## src/rtl/seq_div16_if.sv

```systemverilog
// Request/result bundle for seq_div16; signedOp exists only when SIGNED_DIV_EN is defined.
// master = requester (drives start/operands), slave = divider (drives busy/done/results).
interface seq_div16_if #(
  parameter int WIDTH = 16
);
  logic             start;
  logic [WIDTH-1:0] dividend;
  logic [WIDTH-1:0] divisor;
`ifdef SIGNED_DIV_EN
  logic             signedOp;
`endif
  logic             busy;
  logic             done;
  logic [WIDTH-1:0] quotient;
  logic [WIDTH-1:0] remainder;
  logic             divByZero;

`ifdef SIGNED_DIV_EN
  modport master (
    output start, dividend, divisor, signedOp,
    input  busy, done, quotient, remainder, divByZero
  );
  modport slave (
    input  start, dividend, divisor, signedOp,
    output busy, done, quotient, remainder, divByZero
  );
`else
  modport master (
    output start, dividend, divisor,
    input  busy, done, quotient, remainder, divByZero
  );
  modport slave (
    input  start, dividend, divisor,
    output busy, done, quotient, remainder, divByZero
  );
`endif
endinterface

```

## src/rtl/seq_div16.sv

```systemverilog
// Restoring shift-subtract divider, one quotient bit per clock; done pulses WIDTH edges after acceptance
// (next cycle on divide-by-zero); start is ignored while busy. SIGNED_DIV_EN adds two's-complement mode.
module seq_div16 #(
  parameter int WIDTH = 16
) (
  input  logic        clk,
  input  logic        rstN,
  seq_div16_if.slave  bus
);
  localparam int CW = $clog2(WIDTH);

  typedef enum logic [1:0] {
    S_IDLE = 2'd0,
    S_RUN  = 2'd1,
    S_DONE = 2'd2
  } state_t;

  state_t           state_q,  state_d;
  logic [CW-1:0]    cnt_q,    cnt_d;
  logic [WIDTH:0]   prem_q,   prem_d;
  logic [WIDTH-1:0] dvd_q,    dvd_d;
  logic [WIDTH-1:0] dsr_q,    dsr_d;
  logic [WIDTH-1:0] quot_q,   quot_d;
  logic [WIDTH-1:0] rmd_q,    rmd_d;
  logic             dbz_q,    dbz_d;
  logic             done_q,   done_d;
  logic             busy_q,   busy_d;
`ifdef SIGNED_DIV_EN
  logic             neg_quo_q, neg_quo_d;
  logic             neg_rem_q, neg_rem_d;
  logic             neg_a, neg_b;
`endif

  logic [WIDTH:0]   shifted;
  logic [WIDTH:0]   trial;
  logic             qbit;
  logic [WIDTH:0]   rem_next;
  logic [WIDTH-1:0] quo_next;
  logic [WIDTH-1:0] a_mag, b_mag;
  logic [WIDTH-1:0] res_quo, res_rem;

  // One restoring step: dvd_q shifts out dividend bits at the top and collects quotient bits at the bottom.
  always_comb begin
    shifted  = {prem_q[WIDTH-1:0], dvd_q[WIDTH-1]};
    trial    = shifted - {1'b0, dsr_q};
    qbit     = ~trial[WIDTH];
    rem_next = qbit ? trial : shifted;
    quo_next = {dvd_q[WIDTH-2:0], qbit};
  end

  always_comb begin
`ifdef SIGNED_DIV_EN
    neg_a   = bus.signedOp & bus.dividend[WIDTH-1];
    neg_b   = bus.signedOp & bus.divisor[WIDTH-1];
    a_mag   = neg_a ? (-bus.dividend) : bus.dividend;
    b_mag   = neg_b ? (-bus.divisor)  : bus.divisor;
    res_quo = neg_quo_q ? (-quo_next) : quo_next;
    res_rem = neg_rem_q ? (-rem_next[WIDTH-1:0]) : rem_next[WIDTH-1:0];
`else
    a_mag   = bus.dividend;
    b_mag   = bus.divisor;
    res_quo = quo_next;
    res_rem = rem_next[WIDTH-1:0];
`endif
  end

  always_comb begin
    state_d = state_q;
    cnt_d   = cnt_q;
    prem_d  = prem_q;
    dvd_d   = dvd_q;
    dsr_d   = dsr_q;
    quot_d  = quot_q;
    rmd_d   = rmd_q;
    dbz_d   = dbz_q;
    done_d  = 1'b0;
    busy_d  = busy_q;
`ifdef SIGNED_DIV_EN
    neg_quo_d = neg_quo_q;
    neg_rem_d = neg_rem_q;
`endif
    unique case (state_q)
      S_IDLE: begin
        if (bus.start) begin
          cnt_d  = '0;
          prem_d = '0;
          dvd_d  = a_mag;
          dsr_d  = b_mag;
          busy_d = 1'b1;
`ifdef SIGNED_DIV_EN
          neg_quo_d = neg_a ^ neg_b;
          neg_rem_d = neg_a;
`endif
          if (bus.divisor == '0) begin
            // Zero divisor short-circuits: results are written on the accepting edge itself.
            state_d = S_DONE;
            done_d  = 1'b1;
            quot_d  = '1;
            rmd_d   = bus.dividend;
            dbz_d   = 1'b1;
          end else begin
            state_d = S_RUN;
          end
        end
      end
      S_RUN: begin
        prem_d = rem_next;
        dvd_d  = quo_next;
        cnt_d  = cnt_q + CW'(1);
        if (cnt_q == CW'(WIDTH - 1)) begin
          state_d = S_DONE;
          done_d  = 1'b1;
          quot_d  = res_quo;
          rmd_d   = res_rem;
          dbz_d   = 1'b0;
        end
      end
      S_DONE: begin
        state_d = S_IDLE;
        busy_d  = 1'b0;
      end
      default: begin
        state_d = S_IDLE;
        busy_d  = 1'b0;
      end
    endcase
  end

  always_ff @(posedge clk or negedge rstN) begin
    if (!rstN) begin
      state_q <= S_IDLE;
      cnt_q   <= '0;
      prem_q  <= '0;
      dvd_q   <= '0;
      dsr_q   <= '0;
      quot_q  <= '0;
      rmd_q   <= '0;
      dbz_q   <= 1'b0;
      done_q  <= 1'b0;
      busy_q  <= 1'b0;
`ifdef SIGNED_DIV_EN
      neg_quo_q <= 1'b0;
      neg_rem_q <= 1'b0;
`endif
    end else begin
      state_q <= state_d;
      cnt_q   <= cnt_d;
      prem_q  <= prem_d;
      dvd_q   <= dvd_d;
      dsr_q   <= dsr_d;
      quot_q  <= quot_d;
      rmd_q   <= rmd_d;
      dbz_q   <= dbz_d;
      done_q  <= done_d;
      busy_q  <= busy_d;
`ifdef SIGNED_DIV_EN
      neg_quo_q <= neg_quo_d;
      neg_rem_q <= neg_rem_d;
`endif
    end
  end

  assign bus.busy      = busy_q;
  assign bus.done      = done_q;
  assign bus.quotient  = quot_q;
  assign bus.remainder = rmd_q;
  assign bus.divByZero = dbz_q;

endmodule

```

## src/flat_wrapper.sv

```systemverilog
// flat-port wrapper written by rule: the top's interface ports become plain ports
module seq_div16_flat 
#(
  parameter int WIDTH = 16
)
  (clk, rstN, bus_start, bus_dividend, bus_divisor, bus_busy, bus_done, bus_quotient, bus_remainder, bus_divByZero);
  seq_div16_if #(.WIDTH(WIDTH)) bus_i ();
  input  logic clk;
  input  logic rstN;
  input wire logic [$bits(bus_i.start)-1:0] bus_start;
  input wire logic [$bits(bus_i.dividend)-1:0] bus_dividend;
  input wire logic [$bits(bus_i.divisor)-1:0] bus_divisor;
  output wire logic [$bits(bus_i.busy)-1:0] bus_busy;
  output wire logic [$bits(bus_i.done)-1:0] bus_done;
  output wire logic [$bits(bus_i.quotient)-1:0] bus_quotient;
  output wire logic [$bits(bus_i.remainder)-1:0] bus_remainder;
  output wire logic [$bits(bus_i.divByZero)-1:0] bus_divByZero;
  assign bus_i.start = bus_start;
  assign bus_i.dividend = bus_dividend;
  assign bus_i.divisor = bus_divisor;
  assign bus_busy = bus_i.busy;
  assign bus_done = bus_i.done;
  assign bus_quotient = bus_i.quotient;
  assign bus_remainder = bus_i.remainder;
  assign bus_divByZero = bus_i.divByZero;
  seq_div16 #(.WIDTH(WIDTH)) u_core (.clk(clk), .rstN(rstN), .bus(bus_i));
endmodule
```

## config.mk

```make
export PLATFORM = sky130hd
export DESIGN_NAME = seq_div16_flat
export DESIGN_NICKNAME = d
export VERILOG_FILES = /design/src/rtl/seq_div16_if.sv /design/src/rtl/seq_div16.sv /design/src/flat_wrapper.sv
export SDC_FILE = /design/constraint.sdc
export NUM_CORES = 1
export LEC_CHECK = 0
export CORE_AREA = 2 2 112 114
export DETAILED_ROUTE_END_ITERATION = 10
export DIE_AREA = 0 0 114 116
export MAX_ROUTING_LAYER = met4
export PLACE_DENSITY_LB_ADDON = 0.1
export SLEW_MARGIN = 20
export SYNTH_ARGS = -nofsm -noshare
export SYNTH_HDL_FRONTEND = slang
export SYNTH_SLANG_ARGS = --single-unit
```

## constraint.sdc

```tcl
create_clock -name clk -period 2.7 [get_ports clk]
set_input_delay 0.54 -clock clk [delete_from_list [all_inputs] [get_ports clk]]
set_output_delay 0.54 -clock clk [all_outputs]
set_load 0.02 [all_outputs]
```

==> impl_metrics.ini, run 1 <==
[floorplanning]
rows = 40
die_w_um = 114
io_pins = 70
coreArea_um2 = 11900
chipHeight_um = 116
start_util_pct = 39.9
fp.dieArea_um2 = 13200

[timing]
setup_slack_ps = 58.3
worst_pin_slew_ps = 521
final-setup-viol-count = 0
timing.final.max_slew_violations = 0
finClkSkew_ps = 9.40
slew_headroom_pct = 65.3
post-route-period-util_pct = 97.8
timing.fmax_ghz = 0.379
setup_tns_ps = 0
period_needed_ps = 2640
rsz0062_at_grt = yes
hold_viol_final = 0

[synth]
postSynth.asyncResetShare_pct = 100
synth_edf_count = 0
yosys.cell_types.count = 53
synth-main-ff-cell = dfrtp_1
syn_area_um2 = 4750
ys_warn_count = 0
yosysSeqAreaShare_pct = 46.9
ys_ff_latch = 89
syn_nets = 581
synth.avg_cell_area_um2 = 9.00
synthCells = 528

[drt]
drc = 0
wl_um = 13300
postRouteAntennaNets = 0
viasPerCell = 5.39
vias = 4166
drt_iter0_drc = 212
wire_per_inst_um = 17.2
dr.pass1.iters = 4

[placed_design]
place.port_buffers = 69
pre_cts_ws_ps = -113
placed_area_um2 = 5800
dp_cells = 752
routabilityCongestion = 0.825
dp_hpwl_um = 9800

[power_and_ir_drop]
clockPowerShare_pct = 13.8
power_density_nw_per_um2 = 1540
p_int_uw = 5490
ir_drop_mv = 0.662
seq_power_share_pct = 25.3
combinationalPowerShare_pct = 60.9
p_sw_share_pct = 43.2
p_sw_uw = 4170
power_uw = 9650
p_leak_uw = 0.00276

[setup_path]
crit_path_end_kind = flip-flop
worstSetupStartpointType = flip-flop
worst-endpoint-required_ps = 2940
crit_arrival_ps = 2880
crit_fanout = 5
rrSetupSlack_ps = 60
crit_type = reg -> reg

[cts]
cts_hold_buf = 0
cts_root_buffer = clkbuf_16
clock_latency_ps = 350
clock_sinks = 89
clk_pin_slew_worst_paths_ps = 60
cts_tree = yes
cts_buffers = 9
cts-root-to-sink-buffers = 2
cts_max_level = 3

[layout]
drive_gt1_share_pct = 14.7
fin_area_um2 = 6270
antennaDiodeCount = 0
nets = 674
area_growth_pct = 32.0
fillers = 1125
fin_cells = 773

[grt]
track_usage_pct = 22.2
grt_max_degree = 65
grt_remaining_overflow = 0
grt_pass1_vias = 4185
grt_pass1_wl_um = 22000
antenna_found_initial = 0

[run_status]
status = finished clean

[hold_path]
hold_class = in -> async

[flow_run]
drv_cap = 0
## flip-flops by register name, summed over array words and instances (netlist names)
name,cells
u_core.bus.busy,1
u_core.dsr_q,16
u_core.state_q,2
u_core.dvd_q,16
u_core.bus.remainder,16
u_core.cnt_q,4
u_core.bus.done,1
u_core.prem_q,16
u_core.bus.quotient,16
u_core.bus.divByZero,1
## Yosys cell counts (all sizes together), types with 2 or more instances
| cell | number | area [um^2] |
|---|---|---|
| o21ai | 48 | 248 |
| a211oi | 4 | 35.0 |
| and2 | 4 | 25.0 |
| a21oi | 52 | 275 |
| and3 | 3 | 23.8 |
| nand2b | 7 | 43.8 |
| o2111ai | 2 | 17.5 |
| nor3 | 4 | 20.0 |
| nor2b | 17 | 106 |
| o22a | 5 | 43.8 |
| nor2 | 55 | 206 |
| nand3 | 14 | 70.1 |
| inv | 21 | 78.8 |
| a221o | 3 | 30.0 |
| nor4 | 4 | 25.0 |
| clkbuf | 22 | 82.6 |
| o31ai | 2 | 15.0 |
| xnor2 | 9 | 78.8 |
| nand2 | 66 | 248 |
| a211o | 4 | 35.0 |
| dfrtp | 89 | 2230 |
| ha | 17 | 213 |
| a22o | 4 | 35.0 |
| or2 | 2 | 12.5 |
| a41oi | 4 | 35.0 |
| nand4 | 4 | 25.0 |
| mux2i | 4 | 40.0 |
| xor2 | 5 | 43.8 |
| a21o | 8 | 60.1 |
| a22oi | 16 | 120 |
| o211ai | 6 | 45.0 |
| a31oi | 3 | 18.8 |
| buf | 7 | 38.8 |
| o32a | 3 | 30.0 |
## power groups by stage
stage / clock network [uW] / logic (uW) / registers (uW)
CTS: 1370 / 5720 / 2440
global route: 1420 / 6500 / 2520
global placement: 0 / 5360 / 2440
detailed placement: 0 / 5430 / 2440
floorplan: 0 / 3450 / 2580
finish: 1340 / 5880 / 2440
## repair_timing
action,4_1_cts,5_1_grt
hold endpoints to repair,0,0
resized for setup,22,10
endpoints found under the setup margin,23,32
pin swaps,18,9
buffers inserted,3,2
## final cells by class
cell class | count | area, um^2 | share of cell area, %
Clock buffer | 13 | 270 | 4.31
Sequential cell | 89 | 2230 | 35.5
Timing Repair Buffer | 111 | 1020 | 16.3
Multi-Input combinational cell | 389 | 2440 | 38.9
Inverter | 21 | 78.8 | 1.26
Tap cell | 147 | 184 | 2.93
Clock inverter | 3 | 46.3 | 0.738
## final timing paths
check                                     start                endpoint  depth (start not counted)
setup / recovery               u_core.dvd_q[15]        u_core.prem_q[2]                         11
hold / removal                             rstN         u_core.dsr_q[0]                          1
setup reg to reg               u_core.dvd_q[15]        u_core.prem_q[2]                         11
hold reg to reg            u_core.bus.divByZero    u_core.bus.divByZero                          1
max in group asynchronous                  rstN  u_core.bus.quotient[8]                          2
min in group clk           u_core.bus.divByZero    u_core.bus.divByZero                          1
## through the flow
stage	utilization (%)	hold slack, ps
final	52.6	107
after global routing	52.6	127
after CTS	52.2	116
after detailed placement	48.7	481
after global placement	48.7	463
after floorplan	-	244
## metal layers
metal	track usage (%)	routed length, um
met5	-	0
met4	7.64	231
met3	3.66	429
met2	32.6	6180
met1	31.1	6440
## kinds of logic after synthesis
| kind of cell | synth area share [%] |
|---|---|
| buffers and inverters | 4.21 |
| adders and majority gates | 4.90 |
| and+or+nand+nor | 17.8 |
| AOI/OAI and AO/OA | 22.8 |
| DFF | 46.9 |
| muxes | 0.843 |
| xor gates and xnor gates | 2.58 |
## cell usage in the layout (no fill, tap or decap), drive strengths merged, types with 2 or more instances in the layout
cell,count
o22a,5
and2,4
clkbuf,13
or2,2
dfrtp,89
a21o,8
and3,3
xor2,5
clkdlybuf4s50,68
nor2b,17
inv,22
a211o,4
o32a,3
a21oi,52
nor2,55
a41oi,4
buf,43
o211ai,6
xnor2,9
a22oi,16
a221o,3
ha,17
a211oi,4
a22o,4
a31oi,3
nor3,4
nor4,4
nand2b,7
nand4,4
nand2,66
mux2i,4
o31ai,2
o2111ai,2
o21ai,48
nand3,14
## worst max-delay path, cell delays in order (launching register included)
cell	delay [ps]
dfrtp_1	390
inv_2	80
ha_4	130
inv_2	30
fa_2	340
a211oi_2	210
o211ai_1	150
and3_4	220
or3_4	380
and3_4	220
a22o_1	220
a21o_1	160
(Power assumes the default switching activity.)
==> run 2: changes to the inputs <==
--- a/config.mk
+++ b/config.mk
@@ -5,12 +5,13 @@
 export SDC_FILE = /design/constraint.sdc
 export NUM_CORES = 1
 export LEC_CHECK = 0
+export ABC_CLOCK_PERIOD_IN_PS = 2700
 export CORE_AREA = 2 2 112 114
 export DETAILED_ROUTE_END_ITERATION = 10
 export DIE_AREA = 0 0 114 116
 export MAX_ROUTING_LAYER = met4
 export PLACE_DENSITY_LB_ADDON = 0.1
-export SLEW_MARGIN = 20
+export SLEW_MARGIN = 40
 export SYNTH_ARGS = -nofsm -noshare
 export SYNTH_HDL_FRONTEND = slang
 export SYNTH_SLANG_ARGS = --single-unit
==> results of run 2 <==
Final layout, timing and power as in run 1 (identical DEF).
==> run 3: changes to the inputs <==
--- a/config.mk
+++ b/config.mk
@@ -5,10 +5,10 @@
 export SDC_FILE = /design/constraint.sdc
 export NUM_CORES = 1
 export LEC_CHECK = 0
-export ABC_CLOCK_PERIOD_IN_PS = 2700
-export CORE_AREA = 2 2 112 114
+export ABC_CLOCK_PERIOD_IN_PS = 2400
+export CORE_AREA = 2 2 102 104
 export DETAILED_ROUTE_END_ITERATION = 10
-export DIE_AREA = 0 0 114 116
+export DIE_AREA = 0 0 104 106
 export MAX_ROUTING_LAYER = met4
 export PLACE_DENSITY_LB_ADDON = 0.1
 export SLEW_MARGIN = 40
==> constraint.sdc (replaced) <==
create_clock -name clk -period 2.4 [get_ports clk]
set_input_delay 0.48 -clock clk [delete_from_list [all_inputs] [get_ports clk]]
set_output_delay 0.48 -clock clk [all_outputs]
set_load 0.02 [all_outputs]
==> impl_metrics.ini, run 3 (synthesis gave the netlist of run 1 again) <==
[drt]
drc = 0
dr.pass1.iters = 5
wl_um = 13700
wire_per_inst_um = 16.9
viasPerCell = 5.51
drt_iter0_drc = 278
postRouteAntennaNets = 0
vias = 4449

[setup_path]
critPathBufInv = 2
cp_top_family = simple AND/OR/NAND/NOR gates
crit_arrival_ps = 3030
crit_path_end_kind = flip-flop
crit_fanout = 5
worstSetupStartpointType = flip-flop
cp_cell_sequence = inv_2 -> ha_4 -> inv_2 -> fa_2 -> a211oi_2 -> o211ai_1 -> and3_4 -> or3_4 -> and2_4 -> mux2i_4 -> o211ai_1
slowest_delay_ps = 400
slowest_stage = dfrtp_1
crit_type = reg -> reg
rrSetupSlack_ps = -340
worst-endpoint-required_ps = 2690

[layout]
antennaDiodeCount = 0
final_common_cell = dfrtp_1
area_growth_pct = 39.4
fin_util_pct = 66.2
nets = 719
final_cell_mix = dfrtp_1, buf_4, clkdlybuf4s50_1
drive_gt1_share_pct = 21.5
fillers = 850
fin_area_um2 = 6620

[grt]
grt_max_degree = 49
grt_pass1_vias = 4327
antenna_found_initial = 0
grt_remaining_overflow = 0
track_usage_pct = 26.1
grt_pass1_wl_um = 22000

[timing]
slew_headroom_pct = 39.3
timing.final.max_slew_violations = 0
rsz0062_at_grt = yes
period_needed_ps = 2740
finClkSkew_ps = 13.1
setup_slack_ps = -340
timing.fmax_ghz = 0.365
setup_tns_ps = -8760
final-setup-viol-count = 33
worst_pin_slew_ps = 908
post-route-period-util_pct = 114
hold_viol_final = 0

[cts]
clock_latency_ps = 370
clock_sinks = 89
cts_root_buffer = clkbuf_8
cts_tree = yes
cts_max_level = 3
clk_pin_slew_worst_paths_ps = 90
cts_buffers = 9
cts-root-to-sink-buffers = 2

[power_and_ir_drop]
power_density_nw_per_um2 = 1730
ir_drop_mv = 0.935
p_leak_uw = 0.00297

[placed_design]
placed_area_um2 = 6180
routabilityCongestion = 0.893
place.port_buffers = 69
dp_hpwl_um = 10100

[floorplanning]
fp.dieArea_um2 = 11000
chipHeight_um = 106
start_util_pct = 47.5
coreArea_um2 = 10000
die_w_um = 104
io_pins = 70
rows = 37

[run_status]
status = finished with violations
violations = setup timing

[hold_path]
hold_class = in -> async

[flow_run]
drv_cap = 0
## run 3: cell types whose count changed in the layout (fill, tap and decap cells not counted), sizes merged
| cell | delta |
|---|---|
| inv | +1 |
| bufinv | +1 |
| clkbuf | -2 |
| buf | +45 |
## run 3: where the power goes
part,switching [uW],internal [uW],leakage [uW]
Clock,568,623,0.000111
Combinational,3900,3600,0.00177
Sequential,519,2210,0.00110
Total,4980,6440,0.00297
## run 3: cell type report
| type | count | area [um^2] | share of cell area (%) |
|---|---|---|---|
| clock inverter | 5 | 85.1 | 1.29 |
| inverter | 21 | 78.8 | 1.19 |
| tap | 136 | 170 | 2.57 |
| clock buffer | 11 | 141 | 2.14 |
| timing repair buffer | 156 | 1420 | 21.4 |
| multi-input combinational | 389 | 2500 | 37.7 |
| sequential | 89 | 2230 | 33.6 |
## run 3: metrics by stage
| stage | total power [uW] | hold WS, ps | instances | worst slack, ps |
|---|---|---|---|---|
| 2_1_floorplan | 6830 | 184 | 528 | -208 |
| 3_3_place_gp | 9270 | 466 | 786 | -201 |
| 3_5_place_dp | 9430 | 471 | 786 | -291 |
| 4_1_cts | 10900 | 167 | 803 | -282 |
| 5_1_grt | 12200 | 196 | 807 | -460 |
| 6_report | 11400 | 134 | 807 | -340 |
## run 3: worst paths after layout
path                                      startpoint                 endpoint  cells after the start
worst max-delay path                u_core.dvd_q[15]  u_core.bus.remainder[4]                     11
worst min-delay path                            rstN          u_core.dsr_q[5]                      1
worst max register to register      u_core.dvd_q[15]  u_core.bus.remainder[4]                     11
worst min register to register  u_core.bus.divByZero     u_core.bus.divByZero                      1
max in group asynchronous                       rstN  u_core.bus.remainder[8]                      2
min in group clk                u_core.bus.divByZero     u_core.bus.divByZero                      1
## run 3: what timing repair did
item,CTS,global route
gates cloned,0,0
pin swaps,6,17
hold buffers,0,0
setup buffers,1,4
endpoints found under the setup margin,33,41
resized for setup,16,25
## run 3: layer usage
| metal | vias to the layer above | part of all wire [%] | global-route usage, % |
|---|---|---|---|
| met2 | 129 | 48 | 40.7 |
| met1 | 2154 | 46 | 35.8 |
| met5 | - | 0 | - |
| li1 | 2143 | - | - |
| met4 | 0 | 2.0 | 8.88 |
| met3 | 23 | 4.3 | 2.94 |
==> patch, RTL diff (settings of run 1) <==
`WIDTH` is set to 16 in 3 places; all go to 8.
--- a/src/rtl/seq_div16_if.sv
+++ b/src/rtl/seq_div16_if.sv
@@ -2,5 +2,5 @@
 // master = requester (drives start/operands), slave = divider (drives busy/done/results).
 interface seq_div16_if #(
-  parameter int WIDTH = 16
+  parameter int WIDTH = 8
 );
   logic             start;
--- a/src/rtl/seq_div16.sv
+++ b/src/rtl/seq_div16.sv
@@ -2,5 +2,5 @@
 // (next cycle on divide-by-zero); start is ignored while busy. SIGNED_DIV_EN adds two's-complement mode.
 module seq_div16 #(
-  parameter int WIDTH = 16
+  parameter int WIDTH = 8
 ) (
   input  logic        clk,
--- a/src/flat_wrapper.sv
+++ b/src/flat_wrapper.sv
@@ -2,5 +2,5 @@
 module seq_div16_flat 
 #(
-  parameter int WIDTH = 16
+  parameter int WIDTH = 8
 )
   (clk, rstN, bus_start, bus_dividend, bus_divisor, bus_busy, bus_done, bus_quotient, bus_remainder, bus_divByZero);
Interface: changed (resized bus_dividend, bus_divisor, bus_quotient and bus_remainder); port bits go from 70 to 38. No check against the original RTL was run, so the function may have changed too.
==> patch against run 1 <==
Worst setup slack improved by 110 ps. Routed wire length down 52%. Sequential cell count down 41. Clock skew fell by 3.9 ps. Power shrank 54%. Clock power fell by 44%. Maximum frequency is 4.2% higher. Final area shrank 50%. Global-route usage fell by 12 points. Synthesized area shrank 50%. Largest cell class is now flip-flops and latches. Highest routed layer unchanged.
==> patch: results (changes against run 1) <==
clock_network:
  clockBufferDepth: 2  # unchanged
  cts_setup_buffers: 0  # -3
  insertion_delay_ps: 290  # -60 ps
  numCtsBuffers: 5  # -4
  cts_resized: 0  # -100%
  htreeDepth: 2  # -1
worst_setup_path:
  critPathTopFamily: "compound AO/OA/AOI/OAI gates"
  crit_end: "u_core.bus.remainder[0]$_DFFE_PN0P_"
  cp_max_fo: 8  # +3
  regToRegSetupSlack_ps: 170  # +110 ps
  critPathLaunch: "u_core.dvd_q[7]$_DFFE_PN0P_"
  crit_arrival_ps: 2740  # -140 ps
route:
  drt_iter0_markers: 44  # -79%
  viasPerCell: 4.251  # -21%
  dr.pass1.iters: 4  # unchanged
  drt_wl_total_um: 6333  # -52%
  num_vias: 1866  # -55%
global_routing:
  antenna_found_initial: 0  # unchanged
  grt_pass1_wl_um: 10320  # -53%
  grt_max_degree: 28  # -57%
  grt_pass1_vias: 1942  # -54%
  grt_usage_pct: 10.48  # -12 points
  grt.met2_usage_pct: 16.94  # -16 points
  use_met1_pct: 13.60  # -18 points
  gr-usage-met3_pct: 1.935  # -1.7 points
placed_design:
  dp_slack_ps: 28.66  # +141.2 ps
  placed_area_sq_um: 2959  # -49%
  dp_hpwl_um: 4707  # -52%
  dp.cells: 430  # -43%
  portBuffers: 37  # -46%
  globalplace.congestion: 0.7834  # -5.0%
final_layout:
  final_nets: 321  # -52%
  n_antenna_cell: 0  # unchanged
  drive_above_1_share_pct: 8.562  # -6.1 points
status:
  outcome: "completed"
synth:
  synth-async-reset-ratio_pct: 100.0  # unchanged
  ys_types: 36  # -32%
  yosys-top-cells-count: "48 x dfrtp_1, 37 x nor2_1, 32 x nand2_1, 27 x o21ai_0, 13 x a21oi_1"
  yosysWarnings: 0  # unchanged
  synth-seq-area-share_pct: 50.87  # +4.0 points
  syn-num-nets: 277  # -52%
  postSynthAreaPerCell_sq_um: 9.559  # +6.3%
  synth_area_leaders: "dfrtp_1 51%, nor2_1 5.9%, o21ai_0 5.7%"
timing:
  holdWs_ps: 289.6  # +182.1 ps
  fmaxAchievable_mhz: 394.5  # +4.2%
  fin_skew_ps: 5.524  # -3.873 ps
  relSlewSlack_pct: 54.02  # -11 points
power:
  powerComb_mw: 2.40  # -59%
  pg_seq_mw: 1.28  # -48%
  vdd_drop_max_mv: 0.5336  # -19%
  p_sw_share_pct: 41.04  # -2.1 points
  p_comb_share_pct: 54.2  # -6.7 points
  power.leakage_nw: 1.355  # -51%
patch: changes by cell type after synthesis, moves of 9 or more:
cell,change
a22oi_1,-16
clkbuf_1,-15
dfrtp_1,-41
o21ai_0,-17
nor2b_1,-15
a21oi_1,-37
inv_1,-9
nand2_1,-34
nor2_1,-18
patch: layout make-up:
type                       count  area (sq um)
fill                        1274          8753
tap                          147         183.9
clock inverter                 2         38.79
multi-input combinational    179          1096
timing repair buffer          46         457.9
inverter                      11         41.29
clock buffer                   6         138.9
sequential                    48          1201
patch: layer usage:
metal | share of wire, % | routed length, um
met1 | 49 | 3125
met3 | 2.8 | 176
met2 | 47 | 2963
met5 | 0 | 0
met4 | 1.1 | 68
patch: logic make-up after synthesis:
kind of cell | synth area share, %
and+or+nand+nor | 15.58
AOI/OAI and AO/OA | 15.79
DFF | 50.87
buffers and inverters | 3.286
muxes | 5.776
adders and majority gates | 6.147
xor gates and xnor gates | 2.544
